**src/rtl/hdu_pkg.sv**
```systemverilog
// Shared types and helpers for the multicycle load-use hazard unit.
// Provides the register address type, pending-load record and compare helper.
package hdu_pkg;

   localparam int REG_ADDR_W = 5;

   typedef logic [REG_ADDR_W-1:0] regaddr_t;

   typedef struct packed {
      logic     valid;
      regaddr_t rd;
   } ld_pend_t;

   // A read source hits a pending load when it is used, is not x0 and
   // names the load's destination.
   function automatic logic src_hit(regaddr_t rs, logic used,
                                    regaddr_t rd, logic v);
      return used && v && (rs != '0) && (rs == rd);
   endfunction

endpackage

```
**src/rtl/hdu_load_tracker.sv**
```systemverilog
// Age shift register of loads that left Execute but whose data is not
// yet forwardable. Ports: clk, rst, i_push_v/i_push_rd (entry-1 load),
// o_vld/o_rd (packed entries, index 0 = age 1). Empty when LOAD_LAT=1.
module hdu_load_tracker #(
   parameter int REG_ADDR_W = 5,
   parameter int LOAD_LAT   = 1,
   localparam int NE        = (LOAD_LAT > 1) ? LOAD_LAT - 1 : 1
) (
   input  logic                     clk,
   input  logic                     rst,
   input  logic                     i_push_v,
   input  logic [REG_ADDR_W-1:0]    i_push_rd,
   output logic [NE-1:0]            o_vld,
   output logic [NE*REG_ADDR_W-1:0] o_rd
);

   if (LOAD_LAT > 1) begin : g_trk
      logic [NE-1:0]            r_vld;
      logic [NE*REG_ADDR_W-1:0] r_rd;

      always_ff @(posedge clk) begin
         if (rst) begin
            r_vld <= '0;
         end else begin
            r_vld[0] <= i_push_v;
            for (int k = 1; k < NE; k++) begin
               r_vld[k] <= r_vld[k-1];
            end
         end
      end

      // Addresses need no reset: they are only observed under valid.
      always_ff @(posedge clk) begin
         r_rd[REG_ADDR_W-1:0] <= i_push_rd;
         for (int k = 1; k < NE; k++) begin
            r_rd[k*REG_ADDR_W +: REG_ADDR_W] <=
               r_rd[(k-1)*REG_ADDR_W +: REG_ADDR_W];
         end
      end

      assign o_vld = r_vld;
      assign o_rd  = r_rd;
   end else begin : g_none
      logic w_unused;
      assign w_unused = &{1'b0, clk, rst, i_push_v, i_push_rd};
      assign o_vld    = '0;
      assign o_rd     = '0;
   end

endmodule

```
**src/rtl/hdu_multicycle.sv**
```systemverilog
// Load-use hazard detection with multicycle load latency; drives stall,
// bubble and flush. Ports: clk, rst, DMRd_ex, rd_ex, rs_de, rs_used_de,
// BrTaken_ex -> HDUStall, BubbleEX, FlushDE. Macro HDU_PERF_CNT_EN adds
// stall_cnt and loaduse_cnt counters.
module hdu_multicycle
   import hdu_pkg::*;
#(
   parameter int REG_ADDR_W = hdu_pkg::REG_ADDR_W,
   parameter int NUM_SRC    = 2,
   parameter int LOAD_LAT   = 1,
   localparam int NE        = (LOAD_LAT > 1) ? LOAD_LAT - 1 : 1
) (
   input  logic                          clk,
   input  logic                          rst,
   input  logic                          DMRd_ex,
   input  logic [REG_ADDR_W-1:0]         rd_ex,
   input  logic [NUM_SRC*REG_ADDR_W-1:0] rs_de,
   input  logic [NUM_SRC-1:0]            rs_used_de,
   input  logic                          BrTaken_ex,
   output logic                          HDUStall,
   output logic                          BubbleEX,
   output logic                          FlushDE
`ifdef HDU_PERF_CNT_EN
   ,
   output logic [31:0]                   stall_cnt,
   output logic [31:0]                   loaduse_cnt
`endif
);

   logic                     w_push_v;
   logic [NE-1:0]            w_vld;
   logic [NE*REG_ADDR_W-1:0] w_rd;
   logic [NUM_SRC-1:0]       w_hit;
   logic                     w_stall;

   assign w_push_v = DMRd_ex && (rd_ex != '0);

   hdu_load_tracker #(
      .REG_ADDR_W (REG_ADDR_W),
      .LOAD_LAT   (LOAD_LAT)
   ) u_trk (
      .clk       (clk),
      .rst       (rst),
      .i_push_v  (w_push_v),
      .i_push_rd (rd_ex),
      .o_vld     (w_vld),
      .o_rd      (w_rd)
   );

   for (genvar i = 0; i < NUM_SRC; i++) begin : g_src
      logic [REG_ADDR_W-1:0] w_rs;
      logic                  w_h;
      logic                  w_u;

      assign w_rs = rs_de[i*REG_ADDR_W +: REG_ADDR_W];
      assign w_u  = rs_used_de[i];

      if (REG_ADDR_W == $bits(regaddr_t)) begin : g_pkg
         always_comb begin
            w_h = src_hit(regaddr_t'(w_rs), w_u, regaddr_t'(rd_ex), DMRd_ex);
            for (int k = 0; k < NE; k++) begin
               w_h |= src_hit(regaddr_t'(w_rs), w_u,
                              regaddr_t'(w_rd[k*REG_ADDR_W +: REG_ADDR_W]),
                              w_vld[k]);
            end
         end
      end else begin : g_gen
         always_comb begin
            w_h = DMRd_ex && (w_rs == rd_ex);
            for (int k = 0; k < NE; k++) begin
               if (w_vld[k] && (w_rs == w_rd[k*REG_ADDR_W +: REG_ADDR_W]))
                  w_h = 1'b1;
            end
            w_h = w_h && w_u && (w_rs != '0);
         end
      end

      assign w_hit[i] = w_h;
   end

   // A taken branch squashes Decode, so a stall there would be pointless.
   assign w_stall  = !rst && (|w_hit) && !BrTaken_ex;
   assign HDUStall = w_stall;
   assign BubbleEX = w_stall;
   assign FlushDE  = !rst && BrTaken_ex;

`ifdef HDU_PERF_CNT_EN
   logic        r_stall_d;
   logic [31:0] r_stall_cnt;
   logic [31:0] r_lu_cnt;

   always_ff @(posedge clk) begin
      if (rst) begin
         r_stall_d   <= 1'b0;
         r_stall_cnt <= '0;
         r_lu_cnt    <= '0;
      end else begin
         r_stall_d <= w_stall;
         if (w_stall && (r_stall_cnt != '1))
            r_stall_cnt <= r_stall_cnt + 32'd1;
         if (w_stall && !r_stall_d && (r_lu_cnt != '1))
            r_lu_cnt <= r_lu_cnt + 32'd1;
      end
   end

   assign stall_cnt   = r_stall_cnt;
   assign loaduse_cnt = r_lu_cnt;
`endif

endmodule
```
**config.mk**
```make
export PLATFORM = sky130hd
export DESIGN_NAME = hdu_multicycle
export DESIGN_NICKNAME = d
export VERILOG_FILES = /design/src/rtl/hdu_pkg.sv /design/src/rtl/hdu_load_tracker.sv /design/src/rtl/hdu_multicycle.sv
export SDC_FILE = /design/constraint.sdc
export NUM_CORES = 1
export LEC_CHECK = 0
export CAP_MARGIN = 20
export CORE_AREA = 4 4 41 43
export DETAILED_ROUTE_END_ITERATION = 6
export DIE_AREA = 0 0 45 47
export GPL_TIMING_DRIVEN = 0
export SLEW_MARGIN = 40
export SYNTH_ARGS = -nofsm -noshare
export SYNTH_HDL_FRONTEND = slang
export SYNTH_SLANG_ARGS = --single-unit
```
**constraint.sdc**
```tcl
create_clock -name vclk -period 1.19
set_input_delay 0.119 -clock vclk [all_inputs]
set_output_delay 0.119 -clock vclk [all_outputs]
set_load 0.05 [all_outputs]
```
; ---- Word-level counts from Yosys, hierarchy flattened
; Index checks and enable logic that the tools add are counted.
[word_totals]
inputBits = 21
wordCells = 16
out_inout_bits = 3
regBits = 0
[classes]
n_reduce_logical = 14
eq_ne = 2
[ops]
columns = op, count
row1 = $eq A5 B5 Y1, 2
row2 = $reduce_bool A5 Y1, 2
row3 = $logic_and A1 B1 Y1, 9
row4 = $logic_not A1 Y1, 2
row5 = $reduce_or A2 Y1, 1

; ---- Depth between registers and ports, before layout
[depth]
ltp_word = 6
depth_mapped = 5
ltp_nobuf = 4

; ---- Cells and area by module
; Synthesis repeated with hierarchy kept, for this count alone.
[hier_totals]
hier_cells = 47
hier_area_um2 = 350.3
[by_module_without_submodules]
columns = module, cells_each, seq_area_each_um2, n_inst, area_per_inst_um2
row1 = hdu_multicycle, 40, 0.0, 1, 301.5
row2 = hdu_load_tracker, 7, 0.0, 1, 48.8

; ---- Worst setup path before layout
; Ideal clock, no wire load.
[synth_path]
path_kind = input to output
start = input rst
end = output HDUStall
arrival_ps = 2010
t_required_ps = 1071
path_slack_ps = -939
path_buffers = 1
path_stages = 4
path_cell_list = nor3b_2 nand2_1 o31ai_1 buf_4
[synth_via]
elab_chain_cells = 3
[synth_lines]
columns = item, line_no
row1 = from (decl), hdu_multicycle.sv:14  ; input logic rst,
row2 = $logic_not A1 Y1, hdu_multicycle.sv:82  ; assign w_stall = !rst && (|w_hit) && !BrTaken_ex;
row3 = $logic_and A1 B1 Y1 (2 in series), hdu_multicycle.sv:82
row4 = to (decl), hdu_multicycle.sv:20  ; output logic HDUStall,
; No other way between the ends.

; ---- Worst setup path after layout
[layout_path]
start = input rs_de[4]
end = output HDUStall
[layout_via]
elab_chain_cells = 6
elab_cells_between_ends = 7
classes_between = eq/ne: 1 / reduce/logical: 6
[layout_lines]
columns = item, line_no
row1 = from (decl), hdu_multicycle.sv:17  ; input logic [NUM_SRC*REG_ADDR_W-1:0] rs_de,
row2 = $reduce_bool A5 Y1, -
row3 = $logic_and A1 B1 Y1, hdu_pkg.sv:18  ; return used && v && (rs != '0) && (rs == rd);
row4 = $logic_and A1 B1 Y1 *, hdu_pkg.sv:18
row5 = $reduce_or A2 Y1 *, hdu_multicycle.sv:82
row6 = $logic_and A1 B1 Y1 * (2 in series), hdu_multicycle.sv:82
; Mark *: on every way between the ends. The rest lies on a longest branch, timed or not.

==> results.py <==
metrics = {
    "synthesis": {
        "ys_warn_count": 0,
        "syn_avg_cell_area_um2": 7.62,
        "synth_top_area_share_pct": 40.0,
        "synth_cells": 23,
        "synth_top_family_by_area": "XOR/XNOR gates",
        "synth-xor-area-share_pct": 40.0,
        "synth_cell_types": 13,
        "synth_fp_nets": 44,
        "netlist_area_um2": 175,
        "yosys-top-cells-area": "xnor2_1 40%, o41ai_2 9.3%, nand4_1 7.1%",
        "synth_fa_ha_area_share_pct": 0,
        "synth_mux_area_share_pct": 0,
        "synth_compound_area_share_pct": 21.4,
        "synth-simple-area-share_pct": 34.3,
        "synth_area_leader_cell": "xnor2_1",
        "seq_area_frac_synth_pct": 0,
    },
    "placement": {
        "place_area_um2": 457,
        "port-buffer-count": 23,
        "place_inst": 61,
        "gp_congestion": 0.678,
    },
    "die": {
        "rows": 13,
        "design.core.area_um2": 1300,
        "start_util_pct": 13.5,
        "die_h_um": 47,
        "fp.dieW_um": 45,
        "ios": 24,
        "dieArea_um2": 2120,
    },
    "worst_setup_path": {
        "cp_max_fo": 2,
        "crit_arrival_ps": 1140,
        "worst_path_largest_cell_delay_ps": 290,
        "end_kind": "primary output",
        "crit_chain": "clkdlybuf4s15_1, nor2_2, o41ai_2, a211o_1, o31ai_4, buf_6, buf_8",
        "crit_required_ps": 1070,
        "cp_num_buf_inv": 3,
        "timing_worst_setup_path_type": "primary input to primary output",
        "worst_path_max_delay_cell": "a211o_1",
        "cpLargestDelayFamily": "buffers and inverters",
        "startpoint_type": "primary input",
    },
    "layout": {
        "seq_cell_count": 0,
        "antenna_cells": 0,
        "fill_cells": 154,
        "final_common_cell": "buf_2",
        "fin_area_um2": 439,
        "instances_no_fill": 61,
        "clock_buffers": 0,
        "layout_common_cells": "11 x buf_2, 5 x xnor2_1, 4 x dlygate4sd2_1",
        "final_net_count": 69,
        "regArea_um2": 0,
        "drive_gt1_share_pct": 65.2,
        "syn_to_final_growth_pct": 151,
        "fin_util_pct": 33.8,
    },
    "timing": {
        "post-route-min-period_ps": 1260,
        "rsz0062_at_grt": "true",
        "timing.final.ws_setup_ps": -66.4,
        "fmax_mhz": 796,
        "setup_viol": 2,
        "min_period_over_period_pct": 106,
        "worst_pin_slew_ps": 485,
        "finalSetupTns_ps": -111,
        "hold_slack_ps": 716,
        "slew_headroom_pct": 67.8,
        "finalHoldViolCount": 0,
        "report.final.slew_viol_count": 0,
    },
    "detailed_routing": {
        "wl_per_cell_um": 10.6,
        "first_iter_violations": 1,
        "avgViaCountPerCell": 4.16,
        "drtAntennaViolNets": 0,
        "drt_pass1_iterations": 2,
        "drc": 0,
        "via_count": 254,
        "wl_um": 646,
    },
    "global_routing": {
        "grt_max_degree": 5,
        "grt_pass1_wl_um": 986,
        "grt_overflow": 0,
        "antenna_found_initial": 0,
        "grt_util_all_layers_pct": 5.91,
        "grt_pass1_vias": 235,
    },
    "hold_path": {
        "hp-class": "primary input to primary output",
    },
    "power": {
        "p_per_area_nw_per_um2": 298,
        "p_leak_nw": 0.181,
        "ir_drop_mv": 0.115,
    },
    "clock_network": {
        "cts_hold_buf": 0,
        "cts_setup_buffers": 0,
    },
    "job": {
        "cap_violations": 0,
    },
    "outcome": {
        "status": "finished with violations",
        "violations": "setup timing",
    },
}
-- per-stage QoR --
step,power (mW),setup slack (ps)
5_1_grt,0.140,-141
3_5_place_dp,0.142,-1110
4_1_cts,0.128,-114
2_1_floorplan,0.0527,-140
6_report,0.131,-66.4
3_3_place_gp,0.141,-1100
-- cells by family after synthesis --
group / after synthesis
AOI/OAI and AO/OA: 4
buffers and inverters: 1
xor gates and xnor gates: 8
and+or+nand+nor: 10
-- power by group --
| group | internal (mW) | leakage, nW | switching [mW] |
|---|---|---|---|
| logic | 0.0716 | 0.181 | 0.0594 |
| registers | 0 | 0 | 0 |
| clock network | 0 | 0 | 0 |
| total | 0.0716 | 0.181 | 0.0594 |
-- cell usage after synthesis --
| master | instances |
|---|---|
| nor4_1 | 1 |
| nor2_1 | 1 |
| and2b_2 | 1 |
| a21oi_1 | 1 |
| nand4_1 | 2 |
| nor3_1 | 1 |
| nor3b_2 | 1 |
| o31ai_1 | 1 |
| buf_4 | 1 |
| nand2_1 | 3 |
| o41ai_2 | 1 |
| a211o_1 | 1 |
| xnor2_1 | 8 |
-- routing by layer --
metal,routed length (um),track usage (%),vias to the layer above
li1,-,-,130
met1,273,8.56,109
met2,293,10.2,15
met3,79,0.383,0
met4,0,0,0
met5,0,0,-
-- timing repair --
item / CTS / global route
pin swaps: 14 / 6
endpoints found under the setup margin: 3 / 2
gates resized for setup: 83 / 6
-- worst paths after layout --
kind	start	to	slack (ps)	depth (start not counted)
worst max-delay path	rs_de[4]	HDUStall	-70	7
worst min-delay path	rst	BubbleEX	720	5
-- final cells by class --
| class | instances | area, um^2 | share of cell area [%] |
|---|---|---|---|
| plain buffers | 1 | 11.3 | 2.56 |
| multi-input cells | 22 | 236 | 53.8 |
| well taps | 15 | 18.8 | 4.27 |
| repair buffers | 23 | 173 | 39.3 |
No activity file was read; power rests on OpenSTA's default activity.
